--- src/rtl/i2c_slave_regfile.sv ---
// I2C slave exposing a bank of NREGS 8-bit registers; pointer-based writes and
// auto-incrementing sequential reads. SCL/SDA are synchronised and glitch filtered on clk.
//
// state  | meaning
// IDLE   | bus free, waiting for START
// ADDR   | shifting in address + R/W
// ACK_A  | acknowledging our address
// PTR    | shifting in register pointer
// ACK_P  | acknowledging pointer byte
// WDATA  | shifting in write data
// ACK_W  | committing write data, acknowledging
// RDATA  | shifting out reg[ptr]
// RACK   | sampling master ACK/NACK after read byte
// WAIT_P | not addressed / read finished; ignore bus until START or STOP
module i2c_slave_regfile #(
   parameter logic [6:0] I2C_ADR = 7'h39,
   parameter int         NREGS   = 4,
   parameter int         AW      = 2,
   parameter int         FILTER  = 3,
   parameter logic [7:0] RST_VAL = 8'hFF
) (
   input  logic                 clk,
   input  logic                 reset,
   input  logic                 scl_in,
   input  logic                 sda_in,
   output logic                 sda_oe,
   output logic [8*NREGS-1:0]   regs_out,
   output logic                 wr_stb,
   output logic [AW-1:0]        wr_idx,
   output logic                 busy
);

   localparam int FW = (FILTER < 2) ? 1 : $clog2(FILTER);

   typedef enum logic [3:0] {
      IDLE, ADDR, ACK_A, PTR, ACK_P, WDATA, ACK_W, RDATA, RACK, WAIT_P
   } state_t;

   state_t        state, state_nx;
   logic [1:0]    s1, s2, flt, prev;
   logic [FW-1:0] fcnt [2];
   logic          scl_f, sda_f, scl_p, sda_p;
   logic          scl_rise, scl_fall, start_c, stop_c;
   logic [3:0]    cnt;
   logic [7:0]    shift;
   logic [7:0]    byte_full;
   logic          addr_match;
   logic [AW-1:0] ptr, ptr_inc;
   logic [7:0]    regs [NREGS];

   // bit 1 = SCL, bit 0 = SDA; filtered level flips after FILTER equal differing samples
   always_ff @(posedge clk) begin
      if (reset) begin
         s1   <= 2'b11;
         s2   <= 2'b11;
         flt  <= 2'b11;
         prev <= 2'b11;
         for (int i = 0; i < 2; i++) fcnt[i] <= '0;
      end else begin
         s1   <= {scl_in, sda_in};
         s2   <= s1;
         prev <= flt;
         for (int i = 0; i < 2; i++) begin
            if (s2[i] == flt[i]) begin
               fcnt[i] <= '0;
            end else if (fcnt[i] == FW'(FILTER - 1)) begin
               flt[i]  <= s2[i];
               fcnt[i] <= '0;
            end else begin
               fcnt[i] <= fcnt[i] + 1'b1;
            end
         end
      end
   end

   assign scl_f    = flt[1];
   assign sda_f    = flt[0];
   assign scl_p    = prev[1];
   assign sda_p    = prev[0];
   assign scl_rise = scl_f & ~scl_p;
   assign scl_fall = ~scl_f & scl_p;
   assign start_c  = scl_f & scl_p & sda_p & ~sda_f;
   assign stop_c   = scl_f & scl_p & ~sda_p & sda_f;

   assign byte_full  = {shift[6:0], sda_f};
   assign addr_match = (byte_full[7:1] == I2C_ADR) && (byte_full[7:1] != 7'd0);
   assign ptr_inc    = ptr + AW'(1);

   always_ff @(posedge clk) begin
      if (reset) state <= IDLE;
      else       state <= state_nx;
   end

   // ACK slots: cnt==8 marks the fall before the 9th clock, cnt==0 the fall after it
   always_comb begin
      state_nx = state;
      if (start_c) begin
         state_nx = ADDR;
      end else if (stop_c) begin
         state_nx = IDLE;
      end else begin
         case (state)
            ADDR:   if (scl_rise && cnt == 4'd7) state_nx = addr_match ? ACK_A : WAIT_P;
            ACK_A:  if (scl_fall && cnt == 4'd0) state_nx = shift[0] ? RDATA : PTR;
            PTR:    if (scl_rise && cnt == 4'd7) state_nx = ACK_P;
            ACK_P:  if (scl_fall && cnt == 4'd0) state_nx = WDATA;
            WDATA:  if (scl_rise && cnt == 4'd7) state_nx = ACK_W;
            ACK_W:  if (scl_fall && cnt == 4'd0) state_nx = WDATA;
            RDATA:  if (scl_rise && cnt == 4'd7) state_nx = RACK;
            RACK: begin
               if (scl_rise && sda_f)                state_nx = WAIT_P;
               else if (scl_fall && cnt == 4'd0)     state_nx = RDATA;
            end
            default: state_nx = state;
         endcase
      end
   end

   always_ff @(posedge clk) begin
      if (reset) begin
         cnt    <= '0;
         shift  <= '0;
         ptr    <= '0;
         sda_oe <= 1'b0;
         wr_stb <= 1'b0;
         wr_idx <= '0;
         busy   <= 1'b0;
         for (int i = 0; i < NREGS; i++) regs[i] <= RST_VAL;
      end else begin
         wr_stb <= 1'b0;
         if (start_c) begin
            cnt    <= '0;
            sda_oe <= 1'b0;
         end else if (stop_c) begin
            cnt    <= '0;
            sda_oe <= 1'b0;
            busy   <= 1'b0;
         end else begin
            case (state)
               ADDR, PTR, WDATA: begin
                  if (scl_rise) begin
                     shift <= byte_full;
                     cnt   <= cnt + 4'd1;
                     if (state == ADDR && cnt == 4'd7) busy <= addr_match;
                  end
               end
               ACK_A, ACK_P, ACK_W: begin
                  if (scl_rise) cnt <= '0;
                  if (scl_fall && cnt == 4'd8) begin
                     sda_oe <= 1'b1;
                     if (state == ACK_P) ptr <= shift[AW-1:0];
                     if (state == ACK_W) begin
                        regs[ptr] <= shift;
                        wr_stb    <= 1'b1;
                        wr_idx    <= ptr;
                        ptr       <= ptr_inc;
                     end
                  end
                  if (scl_fall && cnt == 4'd0) begin
                     if (state == ACK_A && shift[0]) begin
                        shift  <= regs[ptr];
                        sda_oe <= ~regs[ptr][7];
                     end else begin
                        sda_oe <= 1'b0;
                     end
                  end
               end
               RDATA: begin
                  if (scl_rise) cnt <= cnt + 4'd1;
                  if (scl_fall) begin
                     shift  <= {shift[6:0], 1'b0};
                     sda_oe <= ~shift[6];
                  end
               end
               RACK: begin
                  if (scl_fall && cnt == 4'd8) sda_oe <= 1'b0;
                  if (scl_rise) begin
                     cnt <= '0;
                     if (sda_f) ptr <= ptr_inc;
                  end
                  if (scl_fall && cnt == 4'd0) begin
                     ptr    <= ptr_inc;
                     shift  <= regs[ptr_inc];
                     sda_oe <= ~regs[ptr_inc][7];
                  end
               end
               default: sda_oe <= 1'b0;
            endcase
         end
      end
   end

   for (genvar g = 0; g < NREGS; g++) begin : g_out
      assign regs_out[8*g +: 8] = regs[g];
   end

endmodule

--- config.mk ---
export PLATFORM = sky130hd
export DESIGN_NAME = i2c_slave_regfile
export DESIGN_NICKNAME = d
export VERILOG_FILES = /design/src/rtl/i2c_slave_regfile.sv
export SDC_FILE = /design/constraint.sdc
export NUM_CORES = 1
export LEC_CHECK = 0
export CAP_MARGIN = 20
export CORE_MARGIN = 4
export CORE_UTILIZATION = 45
export CTS_CLUSTER_DIAMETER = 200
export DETAILED_ROUTE_END_ITERATION = 8
export PLACE_DENSITY = 0.74
export SKIP_CTS_REPAIR_TIMING = 1
export SYNTH_ARGS = -nofsm -noshare
export SYNTH_HDL_FRONTEND = slang
export SYNTH_SLANG_ARGS = --single-unit
--- constraint.sdc ---
create_clock -name clk -period 4.15 [get_ports clk]
set_input_delay 0.6225 -clock clk [delete_from_list [all_inputs] [get_ports clk]]
set_output_delay 0.6225 -clock clk [all_outputs]
set_load 0.05 [all_outputs]
==> results of run 1 <==
## metrics by stage
| step | hold WS [ns] | total power [µW] | area (µm²) |
|---|---|---|---|
| 2_1_floorplan | 0.389 | 834 | 3740 |
| 3_3_place_gp | 0.393 | 871 | 4150 |
| 3_5_place_dp | 0.397 | 873 | 4150 |
| 4_1_cts | 0.408 | 1520 | 4390 |
| 5_1_grt | 0.422 | 1550 | 4400 |
| 6_report | 0.409 | 1510 | 4400 |
## final cells by class
cell class	count	area share (%)
clock buffers	10	2.90
clock inverters	6	2.53
inverters	8	0.682
flip-flops and latches	69	39.6
well taps	102	2.90
repair buffers	43	9.50
multi-input cells	236	41.9
## cell families (layout without fill, tap and decap cells)
logic type	count (synthesis)	in the layout	share of synthesized area, %
simple gates	126	126	20.5
xor+xnor	6	6	1.41
flops	69	69	46.7
other cells	1	4	0.101
mux	23	23	11.5
buf+inv	33	67	4.19
fa+ha+maj	4	4	1.34
compound gates	73	73	14.2
## worst max-delay path: stages (launching register included)
cell and delay (ns):
dfxtp_1 0.74, and2_1 0.29, nand4_1 0.38, nand2b_4 0.30
nor3b_2 0.43, or2_2 0.30
## power groups by stage
| stage | Clock (µW) | Combinational [µW] | Sequential [µW] |
|---|---|---|---|
| 4_1_cts | 665 | 110 | 748 |
| 2_1_floorplan | 0 | 36.2 | 797 |
| 3_3_place_gp | 0 | 108 | 763 |
| 5_1_grt | 686 | 116 | 751 |
| 6_report | 655 | 110 | 749 |
| 3_5_place_dp | 0 | 109 | 764 |
## per-layer routing
metal / global-route usage (%) / share of wire [%]
met5: 0 / 0
met4: 7.67 / 2.4
met3: 4.10 / 9.1
met2: 28.5 / 46
met1: 26.4 / 42
## cells in the mapped netlist (3+ instances only)
library cell	n	area share, %
edfxtp_1	36	29
dfxtp_1	33	18
a21oi_1	18	2.4
nand2b_1	18	3.0
nand2_1	17	1.7
nor2_1	17	1.7
mux4_2	16	9.7
o21ai_0	16	2.1
or2_2	16	2.7
or3_1	14	2.3
clkbuf_1	12	1.2
buf_2	8	1.1
inv_1	8	0.80
nand3_1	8	1.1
a211o_1	7	1.6
mux2i_1	7	1.9
a22oi_1	6	1.2
nor2b_1	6	1.0
buf_4	4	0.80
ha_1	4	1.3
nand3b_1	4	0.80
nor3_1	4	0.54
xnor2_1	3	0.70
xor2_1	3	0.70
## worst max-delay path by stage
stage	from	end	slack [ns]	cells after the start
2_1_floorplan	cnt[0]	regs[0][0]	1.96	6
3_3_place_gp	state[1]	regs[0][4]	1.46	3
3_5_place_dp	state[1]	regs[0][5]	1.33	3
4_1_cts	state[1]	regs[0][6]	1.34	3
5_1_grt	state[1]	regs[1][2]	1.14	5
6_report	state[1]	regs[2][2]	1.40	5
## state kept, by name, summed over array words and instances (netlist names), 2 cells and up, named ones only
| register | cells |
|---|---|
| regs | 32 |
| shift | 8 |
| cnt | 4 |
| fcnt | 4 |
| state | 4 |
| flt | 2 |
| prev | 2 |
| ptr | 2 |
| s1 | 2 |
| s2 | 2 |
| wr_idx | 2 |
==> metrics.csv, run 1 <==
stage,metric,value,unit
outcome,status,"finished, final reports clean",
finish,antenna cells,0,
placement,gpl congestion,0.953,
floorplan,Die Span Y,99.1,µm
timing,endpoints failing hold,0,
setup_path,reg-to-reg startpoint,state[1],
setup_path,arrival time worst endpoint,2.79,ns
finish,Register Area,1740,µm²
grt,GRT overflow,0,
placement,IO Port Bufs,40,
power,P_int,1170,µW
hold_path,worst hold path type,reg2reg,
timing,Final Cycle Share,66.2,%
floorplan,CORE AREA,7890,µm²
power,Reg power frac,49.4,%
detailed_routing,number of routed nets with antenna violations,0,
timing,clock skew,0.00735,ns
logic_synthesis,"Avg Cell Area, Syn",11.1,µm²
timing,final setup margin,1.40,ns
finish,most frequent cells in the layout,"clkdlybuf4s50_1 (40), edfxtp_1 (36), dfxtp_1 (33), nand2b_1 (18), a21oi_1 (18)",
timing,fmax,364,MHz
hold_path,Hold EP,s2[0],
detailed_routing,drt via density,5.99,
clock_network,Root Driver,clkbuf_8,
floorplan,# rows,32,
timing,max-slew violation count,0,
setup_path,CP Data Required Time,4.19,ns
finish,Final nets,375,
grt,largest net degree at the start of global routing,33,
timing,endpoints failing setup,0,
setup_path,Worst Setup Start Kind,flip-flop,
finish,Layout fillers,649,
finish,Post-Layout Cell Count,474,
power,Clk pwr share,43.3,%
power,switching power,344,µW
placement,Placed Cells,456,
placement,post-DP HPWL,6460,µm
clock_network,H-Tree Level Count,3,
floorplan,I/O pin cnt,41,
power,PwrDens,344,nW/µm²
floorplan,Die W,99.1,µm
finish,area of the multi-input gates,1840,µm²
setup_path,WS Path Type,reg2reg,
detailed_routing,mean routed wirelength per cell,19.0,µm
timing,transition time of the tightest slew-check pin,0.764,ns
grt,global-route wire length before repair,14600,µm
timing,Final min period,2.75,ns
logic_synthesis,synth warn,0,
run,max-cap violation count,0,
logic_synthesis,post-synthesis sequential area ratio,46.7,%
detailed_routing,Post-Route WL,8990,µm
setup_path,r2r setup slk,1.40,ns
power,Gate power share,7.3,%
power,Sw Share,22.7,%
floorplan,die area,9810,µm²
finish,"most common cell after layout, fill and taps aside",clkdlybuf4s50_1,
clock_network,Worst-Skew Late Latency,0.34,ns
setup_path,Reg2Reg Depth,5,
grt,GR Util All Layers,18.9,%
setup_path,worst r2r dst,regs[2][2],
hold_path,Hold Path Stages,1,
clock_network,clk slew on worst S/H paths,0.08,ns
timing,TNS Setup,0,ns
power,Pleak,0.00138,µW
grt,antenna violations before repair,0,
logic_synthesis,Yosys cell types,62,
placement,Placement Setup Slack,1.33,ns
detailed_routing,DR vias,2840,
setup_path,Setup crit end kind,flip-flop,
timing,Max-Slew Margin vs Limit,49.0,%
logic_synthesis,asr flop ratio synth,0,%
logic_synthesis,"Primary FF master, synth",edfxtp_1,
hold_path,Hold Path Origin,s1[0],
finish,ratio of cells with drive above 1 in the final layout,17.2,%
detailed_routing,Post-route DRC,0,
finish,final core utilization,55.8,%
power,Max IR drop VDD,0.000186,V
clock_network,TritonCTS clock tree,built,
logic_synthesis,Cells after Synth,335,
timing,RSZ-0062 raised after global routing,false,
floorplan,Starting Density,47.3,%
logic_synthesis,Seq cells post-synth,69,
logic_synthesis,Synth Cell Area,3730,µm²
detailed_routing,drt pass-1 iters,5,
logic_synthesis,"EDFF count, synth",36,
finish,Layout area overhead,17.9,%
clock_network,CTS Buf Count,9,
grt,vias in the first global route,2722,
setup_path,CP Max Fanout,19,
clock_network,Clock Path Buffers,2,
clock_network,clk sinks,69,
detailed_routing,Starting DRT DRC Count,212,
Power figures use the tool's default switching activity.
==> run 2: changes to the inputs <==
Clock period 4.15 ns to 2.53 ns, I/O delays scaled along.
==> metrics.csv, run 2 (synthesis gave the netlist of run 1 again) <==
stage,metric,value,unit,change
outcome,status,"finished, final reports clean",,
grt,antenna violations before repair,0,,unchanged
floorplan,I/O pin cnt,41,,unchanged
floorplan,# rows,32,,unchanged
finish,Top Registers,"regs (32), shift (8)",,
grt,GR Util All Layers,20.4,%,+1.5 points
finish,Layout area overhead,20.0,%,
setup_path,Worst Setup Start Kind,flip-flop,,
detailed_routing,drt via density,6.07,,+1.4%
floorplan,CORE AREA,7890,µm²,unchanged
detailed_routing,DR vias,2958,,+4.2%
timing,max-slew violation count,0,,unchanged
placement,IO Port Bufs,40,,unchanged
timing,final setup margin,0.344,ns,-1.06 ns
placement,post-DP HPWL,6740,µm,+4.3%
setup_path,Reg2Reg Depth,5,,unchanged
power,PwrDens,532,nW/µm²,+55%
timing,clock skew,0.00923,ns,+0.00188 ns
clock_network,Root Driver,clkbuf_8,,
clock_network,CTS Buf Count,9,,unchanged
placement,gpl congestion,0.950,,-0.28%
finish,most frequent cells in the layout,"clkdlybuf4s50_1 (40), edfxtp_1 (36), dfxtp_1 (33), nand2b_1 (18), a21oi_1 (18)",,
setup_path,Setup crit end kind,flip-flop,,
clock_network,TritonCTS clock tree,built,,
setup_path,r2r setup slk,0.34,ns,-1.06 ns
grt,largest net degree at the start of global routing,32,,-3.0%
finish,"most common cell after layout, fill and taps aside",clkdlybuf4s50_1,,
clock_network,H-Tree Level Count,3,,unchanged
finish,ratio of cells with drive above 1 in the final layout,20.0,%,+2.8 points
timing,Final Cycle Share,86.4,%,+20 points
setup_path,reg-to-reg startpoint,state[0],,
hold_path,Hold Path Stages,1,,unchanged
grt,global-route wire length before repair,15500,µm,+6.1%
timing,TNS Setup,0,ns,unchanged
detailed_routing,Post-Route WL,9650,µm,+7.3%
finish,Largest register FFs,32,,unchanged
clock_network,Worst-Skew Late Latency,0.34,ns,about the same
finish,final core utilization,56.8,%,+0.98 points
power,Pleak,0.00144,µW,+4.3%
clock_network,clk sinks,69,,unchanged
hold_path,Hold EP,s2[0],,
finish,Top reg by flops,regs,,
timing,endpoints failing setup,0,,unchanged
detailed_routing,Post-route DRC,0,,unchanged
clock_network,clk slew on worst S/H paths,0.08,ns,about the same
finish,antenna cells,0,,unchanged
floorplan,Starting Density,47.3,%,unchanged
detailed_routing,number of routed nets with antenna violations,0,,unchanged
detailed_routing,Starting DRT DRC Count,322,,+52%
timing,Max-Slew Margin vs Limit,47.0,%,-2.0 points
setup_path,WS Path Type,reg2reg,,
clock_network,Clock Path Buffers,2,,unchanged
hold_path,Hold Path Origin,s1[0],,
grt,vias in the first global route,2839,,+4.3%
finish,Final nets,388,,+3.5%
floorplan,die area,9810,µm²,unchanged
setup_path,CP Max Fanout,11,,-8
timing,endpoints failing hold,0,,unchanged
floorplan,Die W,99.1,µm,unchanged
setup_path,arrival time worst endpoint,2.28,ns,-0.51 ns
hold_path,worst hold path type,reg2reg,,
placement,Placement Cell Area,4260,µm²,+2.7%
power,Max IR drop VDD,0.000333,V,+79%
power,total power,2380,µW,+57%
floorplan,Die Span Y,99.1,µm,unchanged
timing,fmax,457,MHz,+26%
finish,Layout fillers,648,,-0.15%
placement,Placement Setup Slack,0.377,ns,-0.957 ns
setup_path,worst r2r dst,regs[0][2],,
timing,transition time of the tightest slew-check pin,0.794,ns,+0.0299 ns
finish,post-route cell area,4480,µm²,+1.8%
timing,Final min period,2.19,ns,-0.562 ns
timing,RSZ-0062 raised after global routing,false,,
detailed_routing,mean routed wirelength per cell,19.8,µm,+4.5%
grt,GRT overflow,0,,unchanged
setup_path,CP Data Required Time,2.63,ns,-1.56 ns
detailed_routing,drt pass-1 iters,5,,unchanged
run,max-cap violation count,0,,unchanged
==> run 2: cell count changes in the layout (fill, tap and decap cells not counted), sizes merged <==
cell    delta
clkinv     +2
bufinv     -1
buf       +14
clkbuf     -2
==> run 2: worst max-delay path: stages, from the launching register on <==
cell	delay (ns)
dfxtp_1	0.46
nor2_4	0.35
nand4_1	0.19
nand2b_4	0.20
or3_1	0.42
or2_2	0.32
==> run 2: routing by layer <==
metal / routed length (µm) / GRT usage [%] / up-vias
met1: 4140 / 28.0 / 1442
li1: - / - / 1341
met5: 0 / 0 / -
met2: 4570 / 31.8 / 159
met3: 765 / 4.39 / 16
met4: 178 / 7.25 / 0
==> run 2: report_power, final <==
part | internal (µW) | switching [µW]
sequential | 1200 | 22.5
clock | 550 | 423
combinational | 65.2 | 124
total | 1810 | 569
==> run 2: final cells by class <==
class	count	area, µm²	share of cell area, %
multi-input cells	236	1840	41.2
flip-flops and latches	69	1740	38.9
repair buffers	56	520	11.6
well taps	102	128	2.85
clock buffers	9	124	2.77
clock inverters	7	90.1	2.01
inverters	8	30.0	0.671
==> run 2: metrics by stage <==
step                      cells  hold slack [ns]
final                       487            0.409
after global routing        487            0.422
after CTS                   487            0.411
after detailed placement    471            0.393
after global placement      471            0.392
after floorplan             338            0.389
==> run 2: worst max-delay path by stage <==
| stage | from | to | slack [ns] | cells past startpoint |
|---|---|---|---|---|
| floorplan | cnt[0] | regs[0][0] | 0.34 | 6 |
| global placement | cnt[0] | regs[0][7] | 0.43 | 7 |
| detailed placement | state[0] | regs[0][6] | 0.38 | 5 |
| CTS | state[0] | regs[0][5] | 0.36 | 5 |
| global route | state[0] | regs[0][5] | 0.22 | 5 |
| finish | state[0] | regs[0][2] | 0.34 | 5 |
